## config.mk

```make
export PLATFORM = sky130hd
export DESIGN_NAME = mem_arbiter
export DESIGN_NICKNAME = d
export VERILOG_FILES = /design/src/rtl/bus_pkg.sv /design/src/rtl/arb_pick.sv /design/src/rtl/mem_arbiter.sv
export SDC_FILE = /design/constraint.sdc
export NUM_CORES = 1
export LEC_CHECK = 0
export CAP_MARGIN = 20
export CORE_MARGIN = 2
export CORE_UTILIZATION = 29
export CTS_BUF_LIST = sky130_fd_sc_hd__clkbuf_4
export DETAILED_ROUTE_END_ITERATION = 7
export GPL_ROUTABILITY_DRIVEN = 0
export SLEW_MARGIN = 20
export SYNTH_ARGS = -nofsm -noshare
export SYNTH_HDL_FRONTEND = slang
export SYNTH_SLANG_ARGS = --single-unit
```

## constraint.sdc

```tcl
create_clock -name clk -period 1.8 [get_ports clk]
set_input_delay 0.54 -clock clk [delete_from_list [all_inputs] [get_ports clk]]
set_output_delay 0.54 -clock clk [all_outputs]
set_load 0.05 [all_outputs]
```

## src/rtl/bus_pkg.sv

```systemverilog
// Shared encodings for the external memory bus arbiter.
// Owner IDs, FSM states and default limits.
package bus_pkg;

  typedef enum logic [1:0] {
    ST_IDLE,
    ST_ISSUE,
    ST_WAIT
  } state_e;

  typedef enum logic {
    OWN_I = 1'b0,
    OWN_D = 1'b1
  } owner_e;

  localparam int DEF_STARVE_LIMIT = 4;
  localparam int DEF_TIMEOUT      = 255;

endpackage

```

## src/rtl/arb_pick.sv

```systemverilog
// Fetch/data winner select with a saturating data-streak counter.
// Data wins ties until the streak reaches STARVE_LIMIT.
module arb_pick
  import bus_pkg::*;
#(
  parameter int STARVE_LIMIT = DEF_STARVE_LIMIT
) (
  input  logic   clk,
  input  logic   nrst,
  input  logic   i_req,
  input  logic   d_req,
  input  logic   gnt,
  output owner_e owner
);

  localparam int SW = $clog2(STARVE_LIMIT + 1);

  logic [SW-1:0] streak_q, streak_d;
  logic          starved;

  assign starved = (streak_q == SW'(STARVE_LIMIT));

  always_comb begin
    owner = OWN_I;
    unique case (1'b1)
      (d_req && !(i_req && starved)): owner = OWN_D;
      default:                        owner = OWN_I;
    endcase
  end

  always_comb begin
    streak_d = streak_q;
    if (gnt) begin
      if (owner == OWN_D && i_req) begin
        streak_d = starved ? streak_q : streak_q + SW'(1);
      end else begin
        streak_d = '0;
      end
    end
  end

  always_ff @(posedge clk) begin
    if (!nrst) begin
      streak_q <= '0;
    end else begin
      streak_q <= streak_d;
    end
  end

endmodule

```

## src/rtl/mem_arbiter.sv

```systemverilog
// Single-port memory bus shared by fetch and data paths.
// One transaction in flight; responses routed back to the owner.
module mem_arbiter
  import bus_pkg::*;
#(
  parameter int AW           = 32,
  parameter int DW           = 32,
  parameter int STARVE_LIMIT = DEF_STARVE_LIMIT,
  parameter int TIMEOUT      = DEF_TIMEOUT
) (
  input  logic            clk,
  input  logic            nrst,
  input  logic            i_req,
  input  logic [AW-1:0]   i_addr,
  output logic            i_gnt,
  output logic            i_rvalid,
  output logic [DW-1:0]   i_rdata,
  input  logic            d_req,
  input  logic            d_we,
  input  logic [DW/8-1:0] d_be,
  input  logic [AW-1:0]   d_addr,
  input  logic [DW-1:0]   d_wdata,
  output logic            d_gnt,
  output logic            d_rvalid,
  output logic [DW-1:0]   d_rdata,
  output logic            m_req,
  output logic            m_we,
  output logic [DW/8-1:0] m_be,
  output logic [AW-1:0]   m_addr,
  output logic [DW-1:0]   m_wdata,
  input  logic            m_ready,
  input  logic            m_rvalid,
  input  logic [DW-1:0]   m_rdata,
  output logic            err
);

  localparam int BW = DW / 8;
  localparam int TW = $clog2(TIMEOUT + 1);

  state_e          state_q, state_d;
  owner_e          owner_q, owner_d, pick;
  logic [TW-1:0]   timer_q, timer_d;
  logic            wr_q, wr_d;
  logic            grant;
  logic            i_gnt_q, i_gnt_d, d_gnt_q, d_gnt_d;
  logic            i_rv_q, i_rv_d, d_rv_q, d_rv_d;
  logic [DW-1:0]   i_rdata_q, i_rdata_d, d_rdata_q, d_rdata_d;
  logic            err_q, err_d;
  logic            m_req_q, m_req_d, m_we_q, m_we_d;
  logic [BW-1:0]   m_be_q, m_be_d;
  logic [AW-1:0]   m_addr_q, m_addr_d;
  logic [DW-1:0]   m_wdata_q, m_wdata_d;
  logic            resp, tmo;
  logic [DW-1:0]   rdata;

  arb_pick #(
    .STARVE_LIMIT(STARVE_LIMIT)
  ) u_pick (
    .clk  (clk),
    .nrst (nrst),
    .i_req(i_req),
    .d_req(d_req),
    .gnt  (grant),
    .owner(pick)
  );

  // A late m_rvalid beats the timeout; writes return zero data.
  assign resp  = m_rvalid;
  assign tmo   = !m_rvalid && (timer_q == TW'(TIMEOUT - 1));
  assign rdata = (resp && !wr_q) ? m_rdata : '0;

  always_comb begin
    state_d   = state_q;
    owner_d   = owner_q;
    timer_d   = timer_q;
    wr_d      = wr_q;
    grant     = 1'b0;
    i_gnt_d   = 1'b0;
    d_gnt_d   = 1'b0;
    i_rv_d    = 1'b0;
    d_rv_d    = 1'b0;
    i_rdata_d = '0;
    d_rdata_d = '0;
    err_d     = 1'b0;
    m_req_d   = m_req_q;
    m_we_d    = m_we_q;
    m_be_d    = m_be_q;
    m_addr_d  = m_addr_q;
    m_wdata_d = m_wdata_q;
    unique case (state_q)
      ST_IDLE: begin
        if (i_req || d_req) begin
          grant   = 1'b1;
          owner_d = pick;
          m_req_d = 1'b1;
          state_d = ST_ISSUE;
          if (pick == OWN_D) begin
            d_gnt_d   = 1'b1;
            wr_d      = d_we;
            m_we_d    = d_we;
            m_be_d    = d_be;
            m_addr_d  = d_addr;
            m_wdata_d = d_we ? d_wdata : '0;
          end else begin
            i_gnt_d   = 1'b1;
            wr_d      = 1'b0;
            m_we_d    = 1'b0;
            m_be_d    = '1;
            m_addr_d  = i_addr;
            m_wdata_d = '0;
          end
        end
      end
      ST_ISSUE: begin
        if (m_ready) begin
          m_req_d   = 1'b0;
          m_we_d    = 1'b0;
          m_be_d    = '0;
          m_addr_d  = '0;
          m_wdata_d = '0;
          timer_d   = '0;
          state_d   = ST_WAIT;
        end
      end
      ST_WAIT: begin
        timer_d = timer_q + TW'(1);
        if (resp || tmo) begin
          err_d   = tmo;
          state_d = ST_IDLE;
          if (owner_q == OWN_D) begin
            d_rv_d    = 1'b1;
            d_rdata_d = rdata;
          end else begin
            i_rv_d    = 1'b1;
            i_rdata_d = rdata;
          end
        end
      end
      default: state_d = ST_IDLE;
    endcase
  end

  always_ff @(posedge clk) begin
    if (!nrst) begin
      state_q   <= ST_IDLE;
      owner_q   <= OWN_I;
      timer_q   <= '0;
      wr_q      <= 1'b0;
      i_gnt_q   <= 1'b0;
      d_gnt_q   <= 1'b0;
      i_rv_q    <= 1'b0;
      d_rv_q    <= 1'b0;
      i_rdata_q <= '0;
      d_rdata_q <= '0;
      err_q     <= 1'b0;
      m_req_q   <= 1'b0;
      m_we_q    <= 1'b0;
      m_be_q    <= '0;
      m_addr_q  <= '0;
      m_wdata_q <= '0;
    end else begin
      state_q   <= state_d;
      owner_q   <= owner_d;
      timer_q   <= timer_d;
      wr_q      <= wr_d;
      i_gnt_q   <= i_gnt_d;
      d_gnt_q   <= d_gnt_d;
      i_rv_q    <= i_rv_d;
      d_rv_q    <= d_rv_d;
      i_rdata_q <= i_rdata_d;
      d_rdata_q <= d_rdata_d;
      err_q     <= err_d;
      m_req_q   <= m_req_d;
      m_we_q    <= m_we_d;
      m_be_q    <= m_be_d;
      m_addr_q  <= m_addr_d;
      m_wdata_q <= m_wdata_d;
    end
  end

  assign i_gnt    = i_gnt_q;
  assign d_gnt    = d_gnt_q;
  assign i_rvalid = i_rv_q;
  assign d_rvalid = d_rv_q;
  assign i_rdata  = i_rdata_q;
  assign d_rdata  = d_rdata_q;
  assign err      = err_q;
  assign m_req    = m_req_q;
  assign m_we     = m_we_q;
  assign m_be     = m_be_q;
  assign m_addr   = m_addr_q;
  assign m_wdata  = m_wdata_q;

endmodule

```

==> metrics.md <==
| Metric | Value |
|---|---|
| Status | finished clean |
| Die area | 19700 µm² |
| Worst Hold Class | reg2reg |
| Post-detail-place hpwl | around 13000 µm |
| First-pass GRT wire length | ~27000 µm |
| Crit-path max FO | 2 |
| Final worst-path cycle share | 93.8% |
| Hold depth | 2 |
| Die width | 140 µm |
| Drt drc | 0 |
| Most common cell after layout, fill and taps aside | dfxtp_1 |
| CTS buffer count | 17 |
| IO Pins | 278 |
| Mean Syn Cell Area | 9.54 µm² |
| Setup WS post-layout | 0.112 ns |
| Relative slew slack | 68.7% |
| Crit path max-delay family | flip-flops |
| Drt first-iter violations | 230 |
| Final setup vio count | 0 |
| P_leak | 3.56 nW |
| Skew-Pair Late Insertion Delay | 0.55 ns |
| Post-layout nets | 984 |
| Sequential area share after synthesis | 57.1% |
| Clock root cell | clkbuf_4 |
| Pwr Density | roughly 850 nW/µm² |
| Worst R2R Setup Slack | 0.20 ns |
| Initial core utilization | ~30% |
| Clk sinks | 154 |
| Final Skew | 0.0258 ns |
| #FFs+latches synth | 154 |
| Post-Synthesis Cells | 566 |
| Clock buffer depth | 2 |
| Layout area overhead | 61.7% |
| FFs w/ async S/R, synth | 0% |
| Routed vias | 5293 |
| Count of cell types in the netlist | 43 |
| Most frequent cells in the layout | dfxtp_1 (154), buf_4 (147), clkdlybuf4s50_1 (138) |
| Critical-path cell list | buf_4 |
| Final hold violation count | 0 |
| Initial antenna violation count | 1 |
| Startpoint Class | flip-flop |
| Post-Place Worst Slack | -0.311 ns |
| Avg WL per Cell | 16.0 µm |
| Core area | 18100 µm² |
| Post-CTS Setup Bufs | 0 |
| Post-DP Area | around 8400 µm² |
| TritonRoute pass-1 iters | 4 |
| Number of synthesized flops with an enable pin | 0 |
| Clock tree from TritonCTS | yes |
| Maximum VDD drop | 0.403 mV |
| Worst-Margin Slew | 0.468 ns |
| Routed Antenna Nets | 0 |
| Worst path bufs/invs | 1 |
| Fin area | 8730 µm² |
| Worst Hold Path EP | timer_q[6]$_SDFFE_PN0P_ |
| Largest net degree at the start of global routing | 37 |
| Fill cells | 1692 |
| I/O Buffers | 277 |
| Critical path's slowest cell | dfxtp_1 |
| Gr ovfl total | 0 |
| Crit. End Element | output pin |
| # resized after CTS | 0 |
| Footprint of the multi-input gates | 1980 µm² |
| Register area | 3080 µm² |
| R2R depth | 4 |
| Max-slew violations | 0 |
| Ys flop type | dfxtp_1 |
| Critical path class | reg2out |
| RR Startpoint | state_q[0]$_SDFFE_PN0P_ |
| CTS H-tree lvls | 4 |
| Required time worst endpoint | 1.26 ns |
| Hold Crit Start | timer_q[6]$_SDFFE_PN0P_ |
| Total global-route track usage | 17.3% |
| Final Critical Period | 1.69 ns |
| Yosys warns | 0 |
| Syn Std Cell Area | 5400 µm² |
| Synthesized Nets | 709 |
| Post-CTS Hold Buffers | 0 |
| Site row count | 49 |
| Max-cap check violation count | 0 |
| Data arrival, critical path | 1.15 ns |
| Max Clk Rate | 592 MHz |
| Vias in the first global route | 5343 |
| RSZ-0062 raised after global routing | no |
| Hold_ws | 0.493 ns |
| Total Routed Length | 17400 µm |
| Chip height | 140 µm |
| Via density | 4.88 |
| Ratio of cells with drive above 1 in the final layout | 24.1% |
| RR Endpoint | m_wdata[30]$_SDFFE_PN0P_ |
| CP max stage delay | 0.39 ns |
| Reg clk slew, reported paths | 0.16 ns |
-- layer usage --
layer	GRT usage, %	wire (µm)	vias to the layer above
li1	-	-	2556
met4	6.49	339	0
met3	6.97	1720	24
met5	0	0	-
met1	19.4	7050	2461
met2	29.4	8270	252
-- Yosys cell counts, types with 6 or more instances --
master,count,share of area [%]
clkbuf_1,31,2.2
buf_2,16,1.5
nand4_1,36,4.2
o221ai_1,32,5.2
o21ai_0,7,0.65
inv_1,37,2.6
dfxtp_1,154,57
a21oi_1,6,0.56
nand3b_1,6,0.83
nor2b_1,6,0.70
nor2_1,68,4.7
nand2_1,37,2.6
a21boi_0,7,0.97
a22o_1,36,5.8
nand3_1,38,3.5
-- state kept, by name (all words and copies together) (netlist names) --
register and cells:
d_rvalid 1, m_be 4, i_rdata 32, err 1, m_addr 32, d_rdata 32, m_wdata 32, i_rvalid 1
m_req 1, u_pick.streak_q 3, owner_q 1, wr_q 1, d_gnt 1, m_we 1, state_q 2, timer_q 8
i_gnt 1
-- power breakdown --
part	internal, mW	switching [mW]
Combinational	0.690	0.872
Clock	0.771	1.43
Sequential	3.55	0.0931
-- stage by stage --
step | total power, mW | setup TNS, ns | utilization (%) | std cells
CTS | 7.51 | 0 | 48.2 | 1083
finish | 7.40 | 0 | 48.3 | 1084
floorplan | 4.51 | 0 | - | 566
global placement | 5.26 | -32.30 | 46.5 | 1051
global route | 7.73 | 0 | 48.3 | 1084
detailed placement | 5.28 | -36.00 | 46.5 | 1051
-- logic make-up after synthesis --
kind of cell / synth area share [%]
DFF: 57.1
adders and majority gates: 0.927
buffers and inverters: 6.49
AOI/OAI and AO/OA: 15.6
and+or+nand+nor: 19.8
-- area by class of cell --
cell class,instances,area share (%)
diodes,1,0.0287
clock buffers,17,1.46
clock inverters,15,2.05
inverters,37,1.59
multi-input cells,324,22.7
flip-flops and latches,154,35.3
well taps,229,3.28
repair buffers,307,33.5
-- worst max-delay path by stage --
| stage | startpoint | endpoint | slack, ns | cells past startpoint |
|---|---|---|---|---|
| floorplan | d_req | m_be[0]$_SDFFE_PN0P_ | 0.14 | 6 |
| global placement | nrst | m_wdata[30]$_SDFFE_PN0P_ | -0.29 | 5 |
| detailed placement | nrst | m_wdata[19]$_SDFFE_PN0P_ | -0.31 | 5 |
| CTS | m_addr[21]$_SDFFE_PN0P_ | m_addr[21] | 0.02 | 1 |
| global route | m_addr[18]$_SDFFE_PN0P_ | m_addr[18] | 0.002 | 1 |
| finish | m_addr[21]$_SDFFE_PN0P_ | m_addr[21] | 0.11 | 1 |
(Power assumes the default switching activity.)
